$ cat src/rtl/arm_decode_stage.sv
// Decode stage: splits a fetched ARMv4 word into operand/control fields and evaluates the condition.
// The result is held in one registered record that execute takes with a valid/ready handshake.
module arm_decode_stage #(
  parameter int PC_W = 8
) (
  input  logic            CLK,
  input  logic            RST,
  input  logic            in_valid,
  output logic            in_ready,
  input  logic [31:0]     in_instr,
  input  logic [PC_W-1:0] in_pc,
  input  logic [3:0]      flags_nzcv,
  input  logic            flush,
  output logic            out_valid,
  input  logic            out_ready,
  output logic [2:0]      out_class,
  output logic            out_cond_pass,
  output logic [3:0]      out_alu_op,
  output logic            out_set_flags,
  output logic [3:0]      out_rn,
  output logic [3:0]      out_rd,
  output logic [3:0]      out_rs,
  output logic [3:0]      out_rm,
  output logic            out_imm_en,
  output logic [31:0]     out_imm_val,
  output logic [4:0]      out_ls_ctl,
  output logic            out_br_link,
  output logic [PC_W-1:0] out_br_target,
  output logic [PC_W-1:0] out_pc
);

  localparam logic [2:0] CLS_DP     = 3'd0;
  localparam logic [2:0] CLS_MUL    = 3'd1;
  localparam logic [2:0] CLS_LDST   = 3'd2;
  localparam logic [2:0] CLS_BRANCH = 3'd3;
  localparam logic [2:0] CLS_UNDEF  = 3'd7;

  typedef struct packed {
    logic [2:0]      cls;
    logic            cond_pass;
    logic [3:0]      alu_op;
    logic            set_flags;
    logic [3:0]      rn;
    logic [3:0]      rd;
    logic [3:0]      rs;
    logic [3:0]      rm;
    logic            imm_en;
    logic [31:0]     imm_val;
    logic [4:0]      ls_ctl;
    logic            br_link;
    logic [PC_W-1:0] br_target;
    logic [PC_W-1:0] pc;
  } rec_t;

  rec_t       rec_q, rec_d, dec;
  logic       valid_q, valid_d;
  logic [3:0] cond;
  logic       flg_n, flg_z, flg_c, flg_v;
  logic       pass;
  logic [2:0] cls;
  logic [31:0] imm8_ext;
  logic [4:0]  rot_amt;
  logic [31:0] imm_rot;

  assign cond  = in_instr[31:28];
  assign flg_n = flags_nzcv[3];
  assign flg_z = flags_nzcv[2];
  assign flg_c = flags_nzcv[1];
  assign flg_v = flags_nzcv[0];

  always_comb begin
    pass = 1'b0;
    case (cond)
      4'h0: pass = flg_z;
      4'h1: pass = !flg_z;
      4'h2: pass = flg_c;
      4'h3: pass = !flg_c;
      4'h4: pass = flg_n;
      4'h5: pass = !flg_n;
      4'h6: pass = flg_v;
      4'h7: pass = !flg_v;
      4'h8: pass = flg_c && !flg_z;
      4'h9: pass = !flg_c || flg_z;
      4'hA: pass = (flg_n == flg_v);
      4'hB: pass = (flg_n != flg_v);
      4'hC: pass = !flg_z && (flg_n == flg_v);
      4'hD: pass = flg_z || (flg_n != flg_v);
      4'hE: pass = 1'b1;
      default: pass = 1'b0;
    endcase
  end

  // cond=1111 is the unconditional space, which this core does not implement.
  always_comb begin
    cls = CLS_UNDEF;
    if (cond == 4'hF)
      cls = CLS_UNDEF;
    else if (in_instr[27:22] == 6'b000000 && in_instr[7:4] == 4'b1001)
      cls = CLS_MUL;
    else if (in_instr[27:26] == 2'b00)
      cls = CLS_DP;
    else if (in_instr[27:26] == 2'b01 && !(in_instr[25] && in_instr[4]))
      cls = CLS_LDST;
    else if (in_instr[27:25] == 3'b101)
      cls = CLS_BRANCH;
  end

  // A shift by 32 yields zero, so rot=0 leaves imm8 untouched.
  assign imm8_ext = {24'd0, in_instr[7:0]};
  assign rot_amt  = {in_instr[11:8], 1'b0};
  assign imm_rot  = (imm8_ext >> rot_amt) | (imm8_ext << (6'd32 - {1'b0, rot_amt}));

  always_comb begin
    dec           = '0;
    dec.cls       = cls;
    dec.cond_pass = pass;
    dec.pc        = in_pc;
    dec.br_target = in_pc + PC_W'(2) + in_instr[PC_W-1:0];
    dec.rn        = in_instr[19:16];
    dec.rd        = in_instr[15:12];
    dec.rs        = in_instr[11:8];
    dec.rm        = in_instr[3:0];
    case (cls)
      CLS_DP: begin
        dec.alu_op    = in_instr[24:21];
        dec.set_flags = in_instr[20];
        dec.imm_en    = in_instr[25];
        dec.imm_val   = imm_rot;
      end
      CLS_MUL: begin
        dec.set_flags = in_instr[20];
        dec.rd        = in_instr[19:16];
        dec.rn        = in_instr[15:12];
      end
      CLS_LDST: begin
        dec.imm_en  = !in_instr[25];
        dec.imm_val = {20'd0, in_instr[11:0]};
        dec.ls_ctl  = in_instr[24:20];
      end
      CLS_BRANCH: dec.br_link = in_instr[24];
      default: ;
    endcase
  end

  assign in_ready = !valid_q || out_ready;

  // Flush wins over capture; the held fields may go stale while invalid.
  always_comb begin
    valid_d = valid_q;
    rec_d   = rec_q;
    if (flush) begin
      valid_d = 1'b0;
    end else if (in_valid && in_ready) begin
      valid_d = 1'b1;
      rec_d   = dec;
    end else if (out_ready) begin
      valid_d = 1'b0;
    end
  end

  always_ff @(posedge CLK) begin
    if (RST) begin
      valid_q <= 1'b0;
      rec_q   <= '0;
    end else begin
      valid_q <= valid_d;
      rec_q   <= rec_d;
    end
  end

  assign out_valid     = valid_q;
  assign out_class     = rec_q.cls;
  assign out_cond_pass = rec_q.cond_pass;
  assign out_alu_op    = rec_q.alu_op;
  assign out_set_flags = rec_q.set_flags;
  assign out_rn        = rec_q.rn;
  assign out_rd        = rec_q.rd;
  assign out_rs        = rec_q.rs;
  assign out_rm        = rec_q.rm;
  assign out_imm_en    = rec_q.imm_en;
  assign out_imm_val   = rec_q.imm_val;
  assign out_ls_ctl    = rec_q.ls_ctl;
  assign out_br_link   = rec_q.br_link;
  assign out_br_target = rec_q.br_target;
  assign out_pc        = rec_q.pc;

endmodule

$ cat config.mk
export PLATFORM = sky130hd
export DESIGN_NAME = arm_decode_stage
export DESIGN_NICKNAME = d
export VERILOG_FILES = /design/src/rtl/arm_decode_stage.sv
export SDC_FILE = /design/constraint.sdc
export NUM_CORES = 1
export LEC_CHECK = 0
export ABC_CLOCK_PERIOD_IN_PS = 2400
export CORE_ASPECT_RATIO = 1.2
export CORE_MARGIN = 4
export CORE_UTILIZATION = 43
export CTS_CLUSTER_DIAMETER = 60
export DETAILED_ROUTE_END_ITERATION = 10
export PLACE_DENSITY = 0.77
export SLEW_MARGIN = 30
export SYNTH_ARGS = -nofsm -noshare
export SYNTH_HDL_FRONTEND = slang
export SYNTH_SLANG_ARGS = --single-unit
$ cat constraint.sdc
create_clock -name CLK -period 2.4 [get_ports CLK]
set_input_delay 0.24 -clock CLK [delete_from_list [all_inputs] [get_ports CLK]]
set_output_delay 0.24 -clock CLK [all_outputs]
set_load 0.005 [all_outputs]
==> impl_metrics.json, run 1 <==
{
  "dp_hpwl_um": 10400,
  "syn_nets": 597,
  "synth_top_area_share_pct": 37.7,
  "path_class": "input pin to flop",
  "cp.required_ns": 2.66,
  "firstDrtPassIters": 5,
  "syn_area_per_cell_um2": 8.08,
  "async_flop_share_pct": 0,
  "crit_arrival_ns": 2.45,
  "grt_pass1_vias": 4422,
  "synthCells": 533,
  "rsz0062_at_grt": "false",
  "finalNetCount": 747,
  "finalCriticalPeriod_ns": 2.19,
  "die_y_um": 118,
  "synth-edff-count": 0,
  "cts_setup_buffers": 0,
  "drc": 0,
  "finalCritPeriodShare_pct": 91.3,
  "drive_gt1_share_pct": 12.2,
  "clk-insertion-delay-late_ns": 0.34,
  "synth_cell_type_count": 57,
  "fmax_mhz": 457,
  "status": "completed",
  "port_buffers": 130,
  "areaGrowthSynthToFinish_pct": 46.1,
  "yosys.area.top_type": "dfxtp_1",
  "start_util_pct": 44.6,
  "wl_per_cell_um": 17.2,
  "num_rows": 39,
  "die_w_um": 99.3,
  "htreeDepth": 3,
  "core_um2": 9660,
  "finalPower_mw": 3.52,
  "start_kind": "input pin",
  "synth_seq_cells": 81,
  "drv_cap": 0,
  "slew_violations": 0,
  "num_antenna_cells": 0,
  "grtUsageTotal_pct": 23.6,
  "drt_wl_total_um": 13900,
  "gp_congestion": 0.902,
  "cp-end-kind": "flop",
  "io_pins": 131,
  "final_cell_mix": "clkdlybuf4s50_1 (129), dfxtp_1 (81), nand2_1 (75), a21oi_1 (55), buf_4 (51)",
  "cts_max_path_buffers": 2,
  "overflow": 0,
  "cts_tree": "yes",
  "hp-class": "input pin to flop",
  "leakage_nw": 2.37,
  "clkSinkCount": 81,
  "slowest_stage": "clkdlybuf4s50_1",
  "synthesis.area_um2": 4310,
  "cts.clk_slew.worst_paths_ns": 0.06,
  "yosys_warnings": 0,
  "ys_seq_area_share_pct": 37.7,
  "cts_made_buffers": 9,
  "grt_pass1_wl_um": 22500,
  "vias": 4557,
  "max_slew_margin_pct": 59.5,
  "worst_slew_pin_slew_ns": 0.606,
  "drtIter0Drc": 228,
  "grt_max_degree": 55,
  "ys.flop_type": "dfxtp_1",
  "setup_viol": 0,
  "ys_top_cells_by_area": "dfxtp_1 (38%), nand2_1 (6.5%), a21oi_1 (6.4%)",
  "ir_drop_mv": 0.409,
  "clock_skew_ns": 0.00466,
  "hold_violations": 0,
  "die_area_um2": 11700,
  "power.density_nw_per_um2": 559,
  "pre_cts_ws_ns": -0.204,
  "setup_slack_ns": 0.210,
  "final_antenna_net_count": 0,
  "via_per_inst": 5.63,
  "slowest_delay_ns": 0.48,
  "mostFrequentLayoutCell": "clkdlybuf4s50_1",
  "crit_chain": "clkdlybuf4s50_1 > inv_1 > ha_1 > inv_1 > ha_1 > fa_1 > a211oi_2 > o21bai_1 > a21oi_1 > nand2_1 > o211ai_1",
  "antenna_found_initial": 0,
  "cts_root_buffer": "clkbuf_16",
  "path_max_fanout": 3
}
==> synthesized netlist by cell type, drive strengths merged, types with 3 or more instances <==
library cell	instances
ha	14
xor2	4
and3	3
xnor2	6
nand3	21
o22ai	3
a31oi	6
nor2	42
nand4	7
a221oi	9
buf	16
and4	3
nor2b	6
nand2	75
a21o	3
a22oi	8
o21ai	28
a2bb2oi	3
and2	3
nor3	8
inv	15
a32oi	9
a21oi	55
a211oi	13
clkbuf	29
mux2i	21
mux2	4
nor4b	3
o211ai	6
nand3b	3
dfxtp	81
==> layer usage <==
metal  up-vias  part of all wire, %  GRT usage (%)
met2       162                   50           39.8
li1       2222                    -              -
met5         -                    0              0
met3        28                  5.3           4.56
met4         0                  2.6           8.20
met1      2145                   42           29.7
==> cell families (layout without fill, tap and decap cells) <==
logic type / Yosys count / in the layout / synth area share (%)
mux: 25 / 25 / 5.93
xor+xnor: 10 / 10 / 2.03
flops: 81 / 81 / 37.7
compound gates: 156 / 156 / 23.1
simple gates: 186 / 186 / 20.8
buf+inv: 60 / 213 / 5.87
fa+ha+maj: 15 / 15 / 4.53
==> per-stage QoR <==
step	area, µm²	util (%)	hold slack, ns	cells	setup TNS, ns
finish	6290	65.1	0.336	809	0
global route	6290	65.1	0.356	809	0
CTS	6280	65.0	0.332	809	0
detailed placement	6010	62.2	0.443	795	-0.291
global placement	6010	62.2	0.441	795	-0.190
floorplan	4310	-	0.319	533	0
==> where the power goes <==
part	leakage [nW]	switching, mW	internal (mW)
registers	0.660	0.0303	1.40
clock network	0.135	0.512	0.794
logic	1.57	0.386	0.393
total	2.37	0.928	2.59
==> worst max-delay path: cells and delay by family <==
family / cells / cell delay (ns)
fa+ha+maj: 3 / 0.93
simple gates: 1 / 0.07
compound gates: 4 / 0.62
buf+inv: 3 / 0.60
==> flip-flops by register name, summed over array words and instances (netlist names) <==
| signal | count |
|---|---|
| out_valid | 1 |
| out_class | 3 |
| out_pc | 8 |
| out_br_link | 1 |
| out_imm_val | 32 |
| out_br_target | 8 |
| out_rm | 4 |
| out_rs | 4 |
| out_ls_ctl | 5 |
| out_set_flags | 1 |
| out_imm_en | 1 |
| out_rn | 4 |
| out_rd | 4 |
| out_cond_pass | 1 |
| out_alu_op | 4 |
==> layout make-up <==
type,instances,area (µm²)
flip-flops and latches,81,1620
clock buffers,11,233
fillers,856,3370
clock inverters,3,43.8
repair buffers,184,1740
well taps,123,154
multi-input cells,392,2440
inverters,15,56.3
==> path summary, 6_finish.rpt <==
check | start | endpoint | slack [ns] | cells past startpoint
setup / recovery | in_instr[1] | out_br_target[7]$_SDFFE_PP0P_ | 0.21 | 11
hold / removal | RST | out_pc[0]$_SDFFE_PP0P_ | 0.34 | 2
setup reg to reg | out_valid$_SDFFE_PP0P_ | out_imm_val[24]$_SDFFE_PP0P_ | 0.58 | 8
hold reg to reg | out_imm_val[12]$_SDFFE_PP0P_ | out_imm_val[12]$_SDFFE_PP0P_ | 0.45 | 2
==> repair_timing <==
item,in CTS,in global routing
endpoints found under the hold margin,0,0
endpoints found under the setup margin,0,1
hold buffers,0,0
gates resized for setup,0,1
Power figures use the tool's default switching activity.
==> run 2, diff against run 1 <==
- CTS_CLUSTER_SIZE: not set -> 24
- SKIP_LAST_GASP: not set -> 1
- TNS_END_PERCENT: not set -> 1
==> results of run 2 <==
Final layout, timing and power as in run 1 (identical DEF).
==> run 3, diff against run 2 <==
- CAP_MARGIN: not set -> 10
- TNS_END_PERCENT: 1 -> not set
==> results of run 3 <==
Final layout, timing and power as in run 1 (identical DEF).
